**src/rtl/hdmi_wordsync_if.sv**
```systemverilog
`default_nettype none
// ============================================================================
//  Module      : hdmi_wordsync_if
//  Description : Word-stream bundle between the TMDS deserializer/control side
//                and the word-alignment stage of one TMDS channel.
//  Revision    : 1.0  initial release
// ============================================================================
interface hdmi_wordsync_if;
  logic       i_ce;
  logic [9:0] i_word;
  logic       i_manual;
  logic [3:0] i_manual_shift;
  logic [9:0] o_word;
  logic       o_is_ctl;
  logic [1:0] o_ctl;
  logic       o_locked;
  logic [3:0] o_shift;

  // Source side: drives raw words and the manual override, observes results
  modport master (
    output i_ce, i_word, i_manual, i_manual_shift,
    input  o_word, o_is_ctl, o_ctl, o_locked, o_shift
  );

  // Aligner side
  modport slave (
    input  i_ce, i_word, i_manual, i_manual_shift,
    output o_word, o_is_ctl, o_ctl, o_locked, o_shift
  );
endinterface
`default_nettype wire

```
**src/rtl/hdmi_wordsync.sv**
```systemverilog
`default_nettype none
// ============================================================================
//  Module      : hdmi_wordsync
//  Description : TMDS word aligner. Tries each of the ten bit rotations of the
//                raw deserializer stream, locks on repeated control tokens and
//                presents aligned words, token flags and lock status.
//  Revision    : 1.0  initial release
// ============================================================================
module hdmi_wordsync #(
  parameter int LOCK_COUNT     = 4,
  parameter int SEARCH_TIMEOUT = 2048,
  parameter int LOSS_TIMEOUT   = 65536
) (
  input  logic          i_clk,
  input  logic          i_reset_n,
  hdmi_wordsync_if.slave bus
);

  // Counter widths; a one-bit floor keeps degenerate parameter values legal
  localparam int c_match_w  = (LOCK_COUNT     > 1) ? $clog2(LOCK_COUNT)     : 1;
  localparam int c_search_w = (SEARCH_TIMEOUT > 1) ? $clog2(SEARCH_TIMEOUT) : 1;
  localparam int c_loss_w   = (LOSS_TIMEOUT   > 1) ? $clog2(LOSS_TIMEOUT)   : 1;

  localparam logic [c_match_w-1:0]  c_match_last  = c_match_w'(LOCK_COUNT - 1);
  localparam logic [c_search_w-1:0] c_search_last = c_search_w'(SEARCH_TIMEOUT - 1);
  localparam logic [c_loss_w-1:0]   c_loss_last   = c_loss_w'(LOSS_TIMEOUT - 1);

  typedef enum logic [1:0] {
    ST_SEARCH = 2'd0,
    ST_SETTLE = 2'd1,
    ST_LOCKED = 2'd2
  } state_t;

  state_t                r_state;
  logic [9:0]            r_prev;
  logic [9:0]            r_cur;
  logic [9:0]            r_word;
  logic                  r_is_ctl;
  logic [1:0]            r_ctl;
  logic                  r_locked;
  logic [3:0]            r_shift;
  logic                  r_settle;
  logic [c_match_w-1:0]  r_match;
  logic [c_search_w-1:0] r_search;
  logic [c_loss_w-1:0]   r_loss;

  logic [19:0] w_hist;
  logic [19:0] w_rot;
  logic [9:0]  w_aligned;
  logic        w_is_ctl;
  logic [1:0]  w_ctl;
  logic [3:0]  w_manual_shift;

  // The two most recent raw words form a 20-bit window; the shift picks 10 bits
  assign w_hist         = {r_prev, r_cur};
  assign w_rot          = w_hist >> r_shift;
  assign w_aligned      = w_rot[9:0];
  assign w_manual_shift = (bus.i_manual_shift > 4'd9) ? 4'd9 : bus.i_manual_shift;

  // Recognise the four TMDS control tokens in the aligned candidate word
  always_comb begin
    w_is_ctl = 1'b1;
    w_ctl    = 2'b00;
    case (w_aligned)
      10'h354: w_ctl = 2'b00;
      10'h0AB: w_ctl = 2'b01;
      10'h154: w_ctl = 2'b10;
      10'h2AB: w_ctl = 2'b11;
      default: w_is_ctl = 1'b0;
    endcase
  end

  // Word history and registered aligned output, advancing on valid beats only
  always_ff @(posedge i_clk or negedge i_reset_n) begin
    if (!i_reset_n) begin
      r_prev   <= 10'd0;
      r_cur    <= 10'd0;
      r_word   <= 10'd0;
      r_is_ctl <= 1'b0;
      r_ctl    <= 2'b00;
    end else if (bus.i_ce) begin
      r_prev   <= r_cur;
      r_cur    <= bus.i_word;
      r_word   <= w_aligned;
      r_is_ctl <= w_is_ctl;
      r_ctl    <= w_ctl;
    end
  end

  // Alignment search / settle / lock controller; judges the word on o_word
  always_ff @(posedge i_clk or negedge i_reset_n) begin
    if (!i_reset_n) begin
      r_state  <= ST_SEARCH;
      r_shift  <= 4'd0;
      r_locked <= 1'b0;
      r_settle <= 1'b0;
      r_match  <= '0;
      r_search <= '0;
      r_loss   <= '0;
    end else if (bus.i_ce) begin
      if (bus.i_manual) begin
        r_state  <= ST_SEARCH;
        r_shift  <= w_manual_shift;
        r_locked <= 1'b0;
        r_settle <= 1'b0;
        r_match  <= '0;
        r_search <= '0;
        r_loss   <= '0;
      end else begin
        case (r_state)
          ST_SEARCH: begin
            // Lock takes priority over a simultaneous timeout
            if (r_is_ctl && (r_match == c_match_last)) begin
              r_state  <= ST_LOCKED;
              r_locked <= 1'b1;
              r_match  <= '0;
              r_search <= '0;
              r_loss   <= '0;
            end else if (r_search == c_search_last) begin
              r_state  <= ST_SETTLE;
              r_shift  <= (r_shift == 4'd9) ? 4'd0 : r_shift + 4'd1;
              r_match  <= '0;
              r_search <= '0;
              r_settle <= 1'b0;
            end else begin
              r_search <= r_search + 1'b1;
              r_match  <= r_is_ctl ? r_match + 1'b1 : '0;
            end
          end
          ST_SETTLE: begin
            // Two words built with the previous shift are still in flight
            if (r_settle) begin
              r_settle <= 1'b0;
              r_state  <= ST_SEARCH;
            end else begin
              r_settle <= 1'b1;
            end
          end
          ST_LOCKED: begin
            if (r_is_ctl) begin
              r_loss <= '0;
            end else if (r_loss == c_loss_last) begin
              r_state  <= ST_SEARCH;
              r_locked <= 1'b0;
              r_match  <= '0;
              r_search <= '0;
              r_loss   <= '0;
            end else begin
              r_loss <= r_loss + 1'b1;
            end
          end
          default: r_state <= ST_SEARCH;
        endcase
      end
    end
  end

  assign bus.o_word   = r_word;
  assign bus.o_is_ctl = r_is_ctl;
  assign bus.o_ctl    = r_ctl;
  assign bus.o_locked = r_locked;
  assign bus.o_shift  = r_shift;

endmodule
`default_nettype wire

```
**src/flat_wrapper.sv**
```systemverilog
// flat-port wrapper written by rule: the top's interface ports become plain ports
module hdmi_wordsync_flat 
#(
  parameter int LOCK_COUNT     = 4,
  parameter int SEARCH_TIMEOUT = 2048,
  parameter int LOSS_TIMEOUT   = 65536
)
  (i_clk, i_reset_n, bus_i_ce, bus_i_word, bus_i_manual, bus_i_manual_shift, bus_o_word, bus_o_is_ctl, bus_o_ctl, bus_o_locked, bus_o_shift);
  hdmi_wordsync_if bus_i ();
  input  logic i_clk;
  input  logic i_reset_n;
  input wire logic [$bits(bus_i.i_ce)-1:0] bus_i_ce;
  input wire logic [$bits(bus_i.i_word)-1:0] bus_i_word;
  input wire logic [$bits(bus_i.i_manual)-1:0] bus_i_manual;
  input wire logic [$bits(bus_i.i_manual_shift)-1:0] bus_i_manual_shift;
  output wire logic [$bits(bus_i.o_word)-1:0] bus_o_word;
  output wire logic [$bits(bus_i.o_is_ctl)-1:0] bus_o_is_ctl;
  output wire logic [$bits(bus_i.o_ctl)-1:0] bus_o_ctl;
  output wire logic [$bits(bus_i.o_locked)-1:0] bus_o_locked;
  output wire logic [$bits(bus_i.o_shift)-1:0] bus_o_shift;
  assign bus_i.i_ce = bus_i_ce;
  assign bus_i.i_word = bus_i_word;
  assign bus_i.i_manual = bus_i_manual;
  assign bus_i.i_manual_shift = bus_i_manual_shift;
  assign bus_o_word = bus_i.o_word;
  assign bus_o_is_ctl = bus_i.o_is_ctl;
  assign bus_o_ctl = bus_i.o_ctl;
  assign bus_o_locked = bus_i.o_locked;
  assign bus_o_shift = bus_i.o_shift;
  hdmi_wordsync #(.LOCK_COUNT(LOCK_COUNT), .SEARCH_TIMEOUT(SEARCH_TIMEOUT), .LOSS_TIMEOUT(LOSS_TIMEOUT)) u_core (.i_clk(i_clk), .i_reset_n(i_reset_n), .bus(bus_i));
endmodule
```
**config.mk**
```make
export PLATFORM = sky130hd
export DESIGN_NAME = hdmi_wordsync_flat
export DESIGN_NICKNAME = d
export VERILOG_FILES = /design/src/rtl/hdmi_wordsync_if.sv /design/src/rtl/hdmi_wordsync.sv /design/src/flat_wrapper.sv
export SDC_FILE = /design/constraint.sdc
export NUM_CORES = 1
export LEC_CHECK = 0
export ABC_CLOCK_PERIOD_IN_PS = 2900
export CAP_MARGIN = 20
export CORE_AREA = 2 2 94 96
export CTS_CLUSTER_DIAMETER = 80
export CTS_CLUSTER_SIZE = 10
export DETAILED_ROUTE_END_ITERATION = 7
export DIE_AREA = 0 0 96 98
export PLACE_DENSITY_LB_ADDON = 0.15
export SKIP_CTS_REPAIR_TIMING = 1
export SLEW_MARGIN = 20
export SYNTH_ARGS = -nofsm -noshare
export SYNTH_HDL_FRONTEND = slang
export SYNTH_SLANG_ARGS = --single-unit
export TNS_END_PERCENT = 50
```
**constraint.sdc**
```tcl
create_clock -name i_clk -period 2.9 [get_ports i_clk]
set_clock_uncertainty 0.2 [all_clocks]
set_input_delay 0.58 -clock i_clk [delete_from_list [all_inputs] [get_ports i_clk]]
set_output_delay 0.58 -clock i_clk [all_outputs]
set_load 0.02 [all_outputs]
```
==> impl_metrics.tcl, run 1 <==
set metrics [dict create \
    r2r_start "u_core.bus.o_shift[3]" \
    h-tree-depth 3 \
    wl_per_cell_um 18.16 \
    grt_pass1_wl_um 17440 \
    clock-sinks 70 \
    grt_max_degree 41 \
    cp_max_fo 5 \
    critPathBufInv 1 \
    hp-class "in -> async" \
    drt_iter0_drc 175 \
    synthTopCellsByArea "dfrtp_1 (41%), mux2_2 (7.6%), mux4_1 (6.7%)" \
    syn_area_um2 4300 \
    critPathKind "reg -> reg" \
    globalplace.congestion 0.8847 \
    worstPathArrival_ps 2970 \
    synthTopCellsByCount "dfrtp_1 (70), nor2_1 (35), nand2_1 (34)" \
    pre_cts_slack_ps -93.84 \
    holdWs_ps 74.29 \
    final_nets 490 \
    ir_worst_vdd_mv 0.3238 \
    clock_latency_ps 350 \
    coreArea_um2 8466 \
    critical-path-top-delay-family "simple AND/OR/NAND/NOR gates" \
    netlist_instances 399 \
    async_flop_share_pct 100.0 \
    dp_hpwl_um 7541 \
    dpl_cell_area_um2 4933 \
    endpoint_kind "register" \
    synth-seq-cells 70 \
    synth_cell_types 63 \
    cts_made_buffers 9 \
    place_inst 557 \
    grt_use_total_pct 23.84 \
    yosysWarnings 0 \
    antenna_cells 0 \
    cts_buffer_depth 2 \
    syn_avg_cell_area_um2 10.78 \
    synth_edf_count 0 \
    wirelength_um 10570 \
    syn_to_final_growth_pct 22.26 \
    die_x_um 96 \
    drc_errors 0 \
    nFillCells 705 \
    dieHeight_um 98 \
    final_cell_count_no_fill 582 \
    critPathMaxStageDelay_ps 480 \
    yosysSeqAreaShare_pct 40.73 \
    antenna_found_initial 0 \
    rows 34 \
    layout_min_cycle_time_ps 2898 \
    num_vias 3486 \
    yosysTopAreaCellShare_pct 40.73 \
    clk_pin_slew_worst_paths_ps 90 \
    fin_util_pct 62.10 \
    tns_ps 0 \
    crit_start "u_core.bus.o_shift[3]" \
    vias_per_cell 5.990 \
    setup_viol 0 \
    critPathLaunchType "register" \
    finalPower_mw 3.112 \
    ios 36 \
    postRouteAntennaNets 0 \
    final_area_um2 5258 \
    fmax_mhz 345.0 \
    initial_core_util_pct 50.80 \
    worst_pin_slew_ps 727.2 \
    cp_slowest_cell "mux4_2" \
    yosys_most_used_dff "dfrtp_1" \
    cts_tree "done" \
    crit_required_ps 2970 \
    dieArea_um2 9408 \
    drv.max_cap_violation_count 0 \
    root_buffer "clkbuf_8" \
    grt_pass1_vias 3388 \
    power_density_nw_per_um2 591.9 \
    syn_nets 420 \
    firstDrtPassIters 5 \
    rsz0062_at_grt "true" \
    report.final.slew_viol_count 0 \
    yosys.area.top_type "dfrtp_1" \
    globalRouteOverflowTotal 0 \
    hold_violations 0 \
    io_buffer_count 35 \
    timing.final.crit_share_pct 99.94 \
    max_slew_margin_pct 51.52 \
    p_leak_nw 2.259 \
    crit_chain "buf_6 > mux2_4 > mux4_2 > a221o_1 > or4_4 > or3_4 > o221ai_2" \
    outcome "finished, final reports clean" \
    drive_gt1_share_pct 26.37 \
    fin_ws_ps 1.658 \
    yosysMostFrequentCell "dfrtp_1" \
]
==> registers in the layout, summed over array words and instances (netlist names) <==
| signal | flops |
|---|---|
| u_core.r_match | 2 |
| u_core.r_state | 2 |
| u_core.bus.o_word | 10 |
| u_core.r_settle | 1 |
| u_core.r_prev | 10 |
| u_core.r_search | 11 |
| u_core.bus.o_is_ctl | 1 |
| u_core.r_loss | 16 |
| u_core.bus.o_ctl | 2 |
| u_core.r_cur | 10 |
| u_core.bus.o_locked | 1 |
| u_core.bus.o_shift | 4 |
==> path summary, 6_finish.rpt <==
path,endpoint,slack [ps],cells after the start
max in group asynchronous,u_core.bus.o_shift[0],1720,2
setup reg to reg,u_core.bus.o_ctl[1],2,7
min in group i_clk,u_core.r_search[9],280,1
hold reg to reg,u_core.r_search[9],280,1
hold / removal,u_core.r_search[8],70,1
setup / recovery,u_core.bus.o_ctl[1],2,7
==> worst reg2reg max path, cell delays in order (launching register included) <==
cell      delay [ps]
dfrtp_2          410
buf_6            140
mux2_4           290
mux4_2           490
a221o_1          400
or4_4            430
or3_4            350
o221ai_2         120
==> cell families after synthesis <==
kind of cell | share of synthesized area, %
simple gates | 14.90
compound gates | 13.33
flops | 40.73
mux | 23.63
buf+inv | 4.917
xor+xnor | 1.629
fa+ha+maj | 0.8729
==> final cells by class <==
type	count	area (um2)	area share, %
multi-input cells	292	2354	44.76
inverters	13	48.80	0.9281
flip-flops and latches	70	1754	33.37
clock buffers	9	123.9	2.356
clock inverters	7	97.59	1.856
well taps	108	135.1	2.570
repair buffers	83	744.5	14.16
==> routing by layer <==
| layer | GRT usage (%) | vias up | share of wire, % |
|---|---|---|---|
| met5 | 0 | - | 0 |
| met4 | 6.593 | 0 | 0.92 |
| met3 | 4.321 | 9 | 5.0 |
| met2 | 35.63 | 92 | 47 |
| met1 | 35.60 | 1744 | 47 |
| li1 | - | 1641 | - |
==> cells in the final DEF (no fill, tap or decap), types with 9 or more instances in the layout <==
cell,count
mux2_2,29
clkbuf_8,9
dfrtp_1,68
o31ai_1,10
nor2_1,35
mux4_1,9
a21oi_1,11
clkdlybuf4s50_1,33
nand3_1,11
o21ai_0,22
buf_4,43
mux2i_1,13
mux4_2,12
nand2_1,34
inv_1,11
==> where the power goes <==
group	internal (mW)	switching, mW
sequential	1.08	0.0969
combinational	0.565	0.479
clock	0.487	0.406
Power figures use the tool's default switching activity.
==> run 2: changes to the inputs <==
ABC_CLOCK_PERIOD_IN_PS = 3450   (was 2900)
CORE_AREA = 2 2 88 90   (was 2 2 94 96)
DIE_AREA = 0 0 90 92   (was 0 0 96 98)
clock period = 3.45 ns   (was 2.9 ns; I/O delays follow)
==> run 2 against run 1 <==
Net effect:
- count of clock-buffer cells in the layout increased by 4
- total power decreased by 23%
- routed wire length decreased by 9.9%
- sequential cell count unchanged
- critical path depth decreased by 2
- core utilization increased by 4.2 points
- clock power decreased by 25%
- worst setup slack improved by 180 ps
==> impl_metrics.tcl, run 2 (synthesis results as in run 1) <==
set metrics [dict create \
    outcome "finished, final reports clean" \
    r2r_start "u_core.bus.o_shift[0]" \
    grt_max_degree 29 \
    rsz0062_at_grt "false" \
    num_vias 3365 \
    vias_per_cell 6.174 \
    hold_violations 0 \
    globalRouteOverflowTotal 0 \
    cp_slowest_cell "dfrtp_1" \
    cts_tree "done" \
    drt_iter0_drc 311 \
    timing.final.crit_share_pct 94.63 \
    p_leak_nw 2.077 \
    cts_made_buffers 9 \
    rows 32 \
    top_regs "u_core.r_loss (16), u_core.r_search (11)" \
    finalPower_mw 2.403 \
    crit_chain "mux4_1 > mux4_1 > or4_1 > or3_4 > o221ai_2" \
    nFillCells 608 \
    hp-class "in -> async" \
    die_x_um 90 \
    top_layer "met4" \
    pre_cts_slack_ps 210.1 \
    clock-sinks 70 \
    postRouteAntennaNets 0 \
    endpoint_kind "register" \
    timing.critical_path.mode_cell "mux4_1" \
    coreArea_um2 7447 \
    drc_errors 0 \
    holdWs_ps 166.2 \
    mostFrequentLayoutCells "dfrtp_1 (70), nor2_1 (35), nand2_1 (34)" \
    critPathMaxStageDelay_ps 700 \
    clock_latency_ps 340 \
    tns_ps 0 \
    grt_pass1_wl_um 15770 \
    critical-path-top-delay-family "multiplexers" \
    worst_pin_slew_ps 643.6 \
    crit_required_ps 3510 \
    setup_viol 0 \
    cp_max_fo 12 \
    h-tree-depth 3 \
    cts_buffer_depth 2 \
    cp-endpoint "u_core.bus.o_ctl[1]" \
    reg2reg_depth 5 \
    dp_hpwl_um 6815 \
    layout_min_cycle_time_ps 3265 \
    wl_met2_um 4178 \
    critPathKind "reg -> reg" \
    ir_worst_vdd_mv 0.3038 \
    worstPathArrival_ps 3320 \
    dpl_cell_area_um2 4733 \
    dr_wl_met3_um 619 \
    max_slew_margin_pct 57.09 \
    dieHeight_um 92 \
    dieArea_um2 8280 \
    layout_commonest_cell "dfrtp_1" \
    wirelength_um 9526 \
    final_area_um2 4935 \
    power_density_nw_per_um2 486.9 \
    fmax_mhz 306.3 \
    critPathLaunchType "register" \
    antenna_cells 0 \
    regToRegSetupSlack_ps 190 \
    r2r-end "u_core.bus.o_ctl[1]" \
    regMostFlops "u_core.r_loss" \
    critPathBufInv 0 \
    initial_core_util_pct 57.75 \
    root_buffer "clkbuf_8" \
    drv.max_cap_violation_count 0 \
    wl_per_cell_um 17.48 \
    crit_start "u_core.bus.o_shift[0]" \
    grt_use_total_pct 24.10 \
    io_buffer_count 35 \
    syn_to_final_growth_pct 14.75 \
    report.final.slew_viol_count 0 \
    largest_register_ffs 16 \
    drive_gt1_share_pct 18.28 \
    ios 36 \
    clk_pin_slew_worst_paths_ps 70 \
    antenna_found_initial 0 \
    drt-met1-wl_um 4544 \
    firstDrtPassIters 4 \
    cp.depth 5 \
    final_nets 459 \
    grt_pass1_vias 3146 \
    globalplace.congestion 0.9353 \
    fin_ws_ps 185.4 \
]
-- run 2: power breakdown --
part | switching [mW] | internal (mW)
logic | 0.341 | 0.377
clock network | 0.298 | 0.373
registers | 0.108 | 0.906
total | 0.746 | 1.66
-- run 2: worst min path at each step --
stage / endpoint / slack (ps) / cells past startpoint
finish: u_core.r_search[8] / 170 / 1
global route: u_core.r_search[8] / 210 / 1
global placement: u_core.r_search[9] / 270 / 1
floorplan: u_core.bus.o_ctl[0] / 190 / 0
detailed placement: u_core.r_match[1] / 270 / 2
CTS: u_core.r_search[10] / 180 / 1
-- run 2: layout make-up --
| cell class | instances | area (um2) | share of cell area, % |
|---|---|---|---|
| inverters | 13 | 48.80 | 0.9888 |
| multi-input cells | 292 | 2337 | 47.36 |
| repair buffers | 52 | 467.9 | 9.483 |
| flip-flops and latches | 70 | 1752 | 35.50 |
| clock buffers | 13 | 158.9 | 3.220 |
| well taps | 102 | 127.6 | 2.586 |
| clock inverters | 3 | 42.54 | 0.8621 |
-- run 2: metal layers --
layer / up-vias / track usage [%]
met1: 1647 / 35.00
met4: 0 / 10.13
met2: 111 / 34.09
li1: 1589 / -
met5: - / 0
met3: 18 / 6.738
-- run 2: through the flow --
step / util [%] / cells
after detailed placement: 63.56 / 529
after global placement: 63.56 / 529
final: 66.26 / 545
after CTS: 66.26 / 545
after floorplan: - / 399
after global routing: 66.26 / 545
==> RTL change 1 (settings of run 1) <==
Reset style: synchronous (`i_reset_n`), changed in 2 clocked blocks.
--- a/src/rtl/hdmi_wordsync.sv
+++ b/src/rtl/hdmi_wordsync.sv
@@ -71,7 +71,7 @@
   end
 
   // Word history and registered aligned output, advancing on valid beats only
-  always_ff @(posedge i_clk or negedge i_reset_n) begin
+  always_ff @(posedge i_clk) begin
     if (!i_reset_n) begin
       r_prev   <= 10'd0;
       r_cur    <= 10'd0;
@@ -88,7 +88,7 @@
   end
 
   // Alignment search / settle / lock controller; judges the word on o_word
-  always_ff @(posedge i_clk or negedge i_reset_n) begin
+  always_ff @(posedge i_clk) begin
     if (!i_reset_n) begin
       r_state  <= ST_SEARCH;
       r_shift  <= 4'd0;
Check against the original RTL: differs if i_reset_n is asserted again (counterexample within 4 cycles, from zero or initial values and one cycle with i_reset_n low); with i_reset_n held inactive, the same outputs for 4 cycles.
==> RTL change 1 against run 1 <==
  * Final area down 11%
  * Synthesized area down 8.5%
  * Routed wire length down 8.5%
  * Setup slack better by 210 ps
  * First-iteration DRC count down 35%
  * Synthesized cell count up 9.5%
  * Utilization down 6.9 points
  * Sequential cell count unchanged
  * Critical endpoint is now u_core.bus.o_ctl[1]$_SDFFE_PN0P_
  * Highest routed layer unchanged
Power is not compared: it rests on default switching activity, and its combinational part moved more than twofold at a synthesized area within 25%.
==> RTL change 1: results <==
[route]
num_vias = 3457
dr_wl_met3_um = 399
drt-pass1-iter-count = 4
drt_iter0_drc = 114
wirelength_met1_um = 4350
wire_per_inst_um = 16.5

[placement]
place.gp.congestion = 0.867
place_ws_ps = 197
post-place-cells = 570

[synthesis]
mappedNetlistNets = 458
yosysSeqAreaShare_pct = 35.6
synth.distinct_cells = 65
yosys-top-cells-count = dfxtp_1 (70), nor2_1 (58), nand2_1 (33)
ys_async_sr_fraction_pct = 0
synth_area_per_cell_um2 = 9.01
yosys-top-cells-area = dfxtp_1 (36%), mux2i_1 (7.9%), mux4_2 (6.3%)

[global_route]
grt_max_degree = 23
grt_usage_pct = 21.7
grt_pass1_wl_um = 16200
use_met2_pct = 36.6
grt_pass1_vias = 3364

[setup_path]
r2r_slack_ps = 210
slowest_stage = dfxtp_1
worstPathArrival_ps = 2760
slowest_delay_ps = 650
worstRegToRegCells = 6
worstPathMaxFanout = 13

[sta]
worst_slew_pin_slew_ps = 674
fin_hold_ws_ps = 276

[min_path]
holdPathStages = 2
hp-class = flip-flop to flip-flop

[cells_and_area]
fin_nets = 494
drive_above_1_share_pct = 12.8

[run_status]
status = finished, final reports clean
## RTL change 1: cells by family (layout without fill, tap and decap cells)
logic type | count (synthesis) | in the layout | share of synthesized area (%)
flip-flops | 70 | 70 | 35.6
buffers and inverters | 40 | 81 | 4.48
AND/OR/NAND/NOR | 169 | 169 | 21.3
XOR/XNOR | 10 | 10 | 2.23
adder cells (fa/ha/maj) | 3 | 3 | 0.954
multiplexers | 50 | 50 | 18.8
AO/OA/AOI/OAI | 95 | 95 | 16.6
## RTL change 1: how the worst max path moves through the flow
stage	slack (ps)	to	depth (start not counted)
floorplan	240	u_core.bus.o_ctl[1]$_SDFFE_PN0P_	7
detailed placement	200	u_core.bus.o_ctl[1]$_SDFFE_PN0P_	6
finish	210	u_core.bus.o_ctl[1]$_SDFFE_PN0P_	6
global route	60	u_core.bus.o_ctl[1]$_SDFFE_PN0P_	6
global placement	230	u_core.r_loss[8]$_SDFFE_PN0P_	6
CTS	190	u_core.bus.o_ctl[1]$_SDFFE_PN0P_	6
## RTL change 1: critical path: cells and delay by family (launching register included)
| family | cells | cell delay, ps |
|---|---|---|
| flops | 1 | 650 |
| mux | 2 | 720 |
| compound gates | 2 | 400 |
| simple gates | 2 | 630 |
## RTL change 1: power by group
group	internal [mW]	total (mW)	leakage, nW	switching, mW
Combinational	0.129	0.267	1.11	0.139
Clock	0.531	0.918	0.116	0.387
Sequential	0.986	1.02	0.569	0.0326
Total	1.65	2.20	1.80	0.558
## RTL change 1: cell type report
| class | instances | area, um2 |
|---|---|---|
| fillers | 800 | 3800 |
| repair buffers | 57 | 510 |
| inverters | 8 | 30.0 |
| clock buffers | 11 | 151 |
| clock inverters | 5 | 81.3 |
| well taps | 108 | 135 |
| flip-flops and latches | 70 | 1400 |
| multi-input cells | 327 | 2360 |
==> RTL change 2 (flow settings as in run 1) <==
Without the edit above. `SEARCH_TIMEOUT` is set to 2048 in 2 places; all go to 1024.
--- a/src/rtl/hdmi_wordsync.sv
+++ b/src/rtl/hdmi_wordsync.sv
@@ -8,7 +8,7 @@
 // ============================================================================
 module hdmi_wordsync #(
   parameter int LOCK_COUNT     = 4,
-  parameter int SEARCH_TIMEOUT = 2048,
+  parameter int SEARCH_TIMEOUT = 1024,
   parameter int LOSS_TIMEOUT   = 65536
 ) (
   input  logic          i_clk,
--- a/src/flat_wrapper.sv
+++ b/src/flat_wrapper.sv
@@ -2,7 +2,7 @@
 module hdmi_wordsync_flat 
 #(
   parameter int LOCK_COUNT     = 4,
-  parameter int SEARCH_TIMEOUT = 2048,
+  parameter int SEARCH_TIMEOUT = 1024,
   parameter int LOSS_TIMEOUT   = 65536
 )
   (i_clk, i_reset_n, bus_i_ce, bus_i_word, bus_i_manual, bus_i_manual_shift, bus_o_word, bus_o_is_ctl, bus_o_ctl, bus_o_locked, bus_o_shift);
Check against the original RTL: same outputs for any inputs over 4 cycles, from zero or initial values and one cycle with i_reset_n low; that may be too few to reach the edited logic, so the function may still have changed.
==> RTL change 2 against run 1 <==
  * Combinational power rose by 17%
  * Sequential share of layout area rose by 2.1 points
  * Total power rose by 1.4%
  * Worst hold slack got worse by 25 ps
  * Synthesized area fell by 2.2%
  * Setup slack improved by 240 ps
  * Final area fell by 7.3%
  * Clock power fell by 22%
  * Sequential cell count fell by 1
  * Routed wire length fell by 14%
==> RTL change 2: results <==
[placement]
place_ws_ps = 80.9
place_area_mm2 = 0.00471
hpwl_um = 6400
post-place-cells = 527

[cells_and_area]
nMultiInputCombCells = 286
seq_cells = 69
stdcell_area_mm2 = 0.00487
n_all_inverters = 14
multi_input_area_mm2 = 0.00231
seqAreaFraction_pct = 35.4
nonClkBufAreaFrac_pct = 9.81
fin_nets = 451
n_all_buffers = 50

[route]
met2_wirelength_um = 4480
wirelength_met1_um = 4150
drt_iter0_drc = 121
drt-pass1-iter-count = 4
dr_wl_met3_um = 302

[sta]
slew_headroom_pct = 51.3
max_freq_ghz = 0.376
fin_hold_ws_ps = 49.6

[synthesis]
synth_mux_area_share_pct = 23.8
synth_xor_area_share_pct = 1.87
synth_area_per_cell_um2 = 10.7
yosysSeqAreaShare_pct = 41.1
synth.distinct_cells = 58
mappedNetlistNets = 413
yosys-top-cells-area = dfrtp_1 (41%), mux2_2 (8.8%), mux4_2 (7.0%)
synth-compound-area-share_pct = 13.2
yosys-top-cells-count = dfrtp_1 (69), mux2_2 (33), nand2_1 (31)

[global_route]
grtUsageMet3_pct = 3.01
grt_max_degree = 70
grt_usage_pct = 20.7
grt_pass1_vias = 3114
grtUsageMet1_pct = 27.6

[setup_path]
slowest_stage = mux4_1
critPathTopFamily = multiplexers
slowest_delay_ps = 620
worstPathArrival_ps = 2710
r2r_slack_ps = 240
worstPathMaxFanout = 26

[run_status]
status = finished, final reports clean

[power_and_ir_drop]
leakage_nw = 2.00
## RTL change 2: changes by cell type in the layout (fill, tap and decap cells not counted), moves of 4 or more
cell / change
buf_4: -30
nor2b_1: +8
o21ai_0: +7
o21ai_1: -5
o41ai_1: -4
o31ai_1: -5
mux2_2: +4
nor2_1: -12
## RTL change 2: path summary, 6_finish.rpt
kind,end,cells past startpoint
hold reg to reg,u_core.r_match[1]$_DFFE_PN0P_,2
setup reg to reg,u_core.bus.o_ctl[1]$_DFFE_PN0P_,7
setup / recovery,u_core.bus.o_ctl[1]$_DFFE_PN0P_,7
max in group asynchronous,u_core.r_state[0]$_DFFE_PN0P_,2
hold / removal,u_core.r_cur[5]$_DFFE_PN0P_,2
min in group i_clk,u_core.r_match[1]$_DFFE_PN0P_,2
## RTL change 2: power groups by stage
stage	sequential, mW	combinational [mW]	clock (mW)
floorplan	1.30	0.775	0
global placement	1.25	1.20	0
detailed placement	1.26	1.23	0
CTS	1.24	1.23	0.719
global route	1.26	1.32	0.760
finish	1.24	1.22	0.696
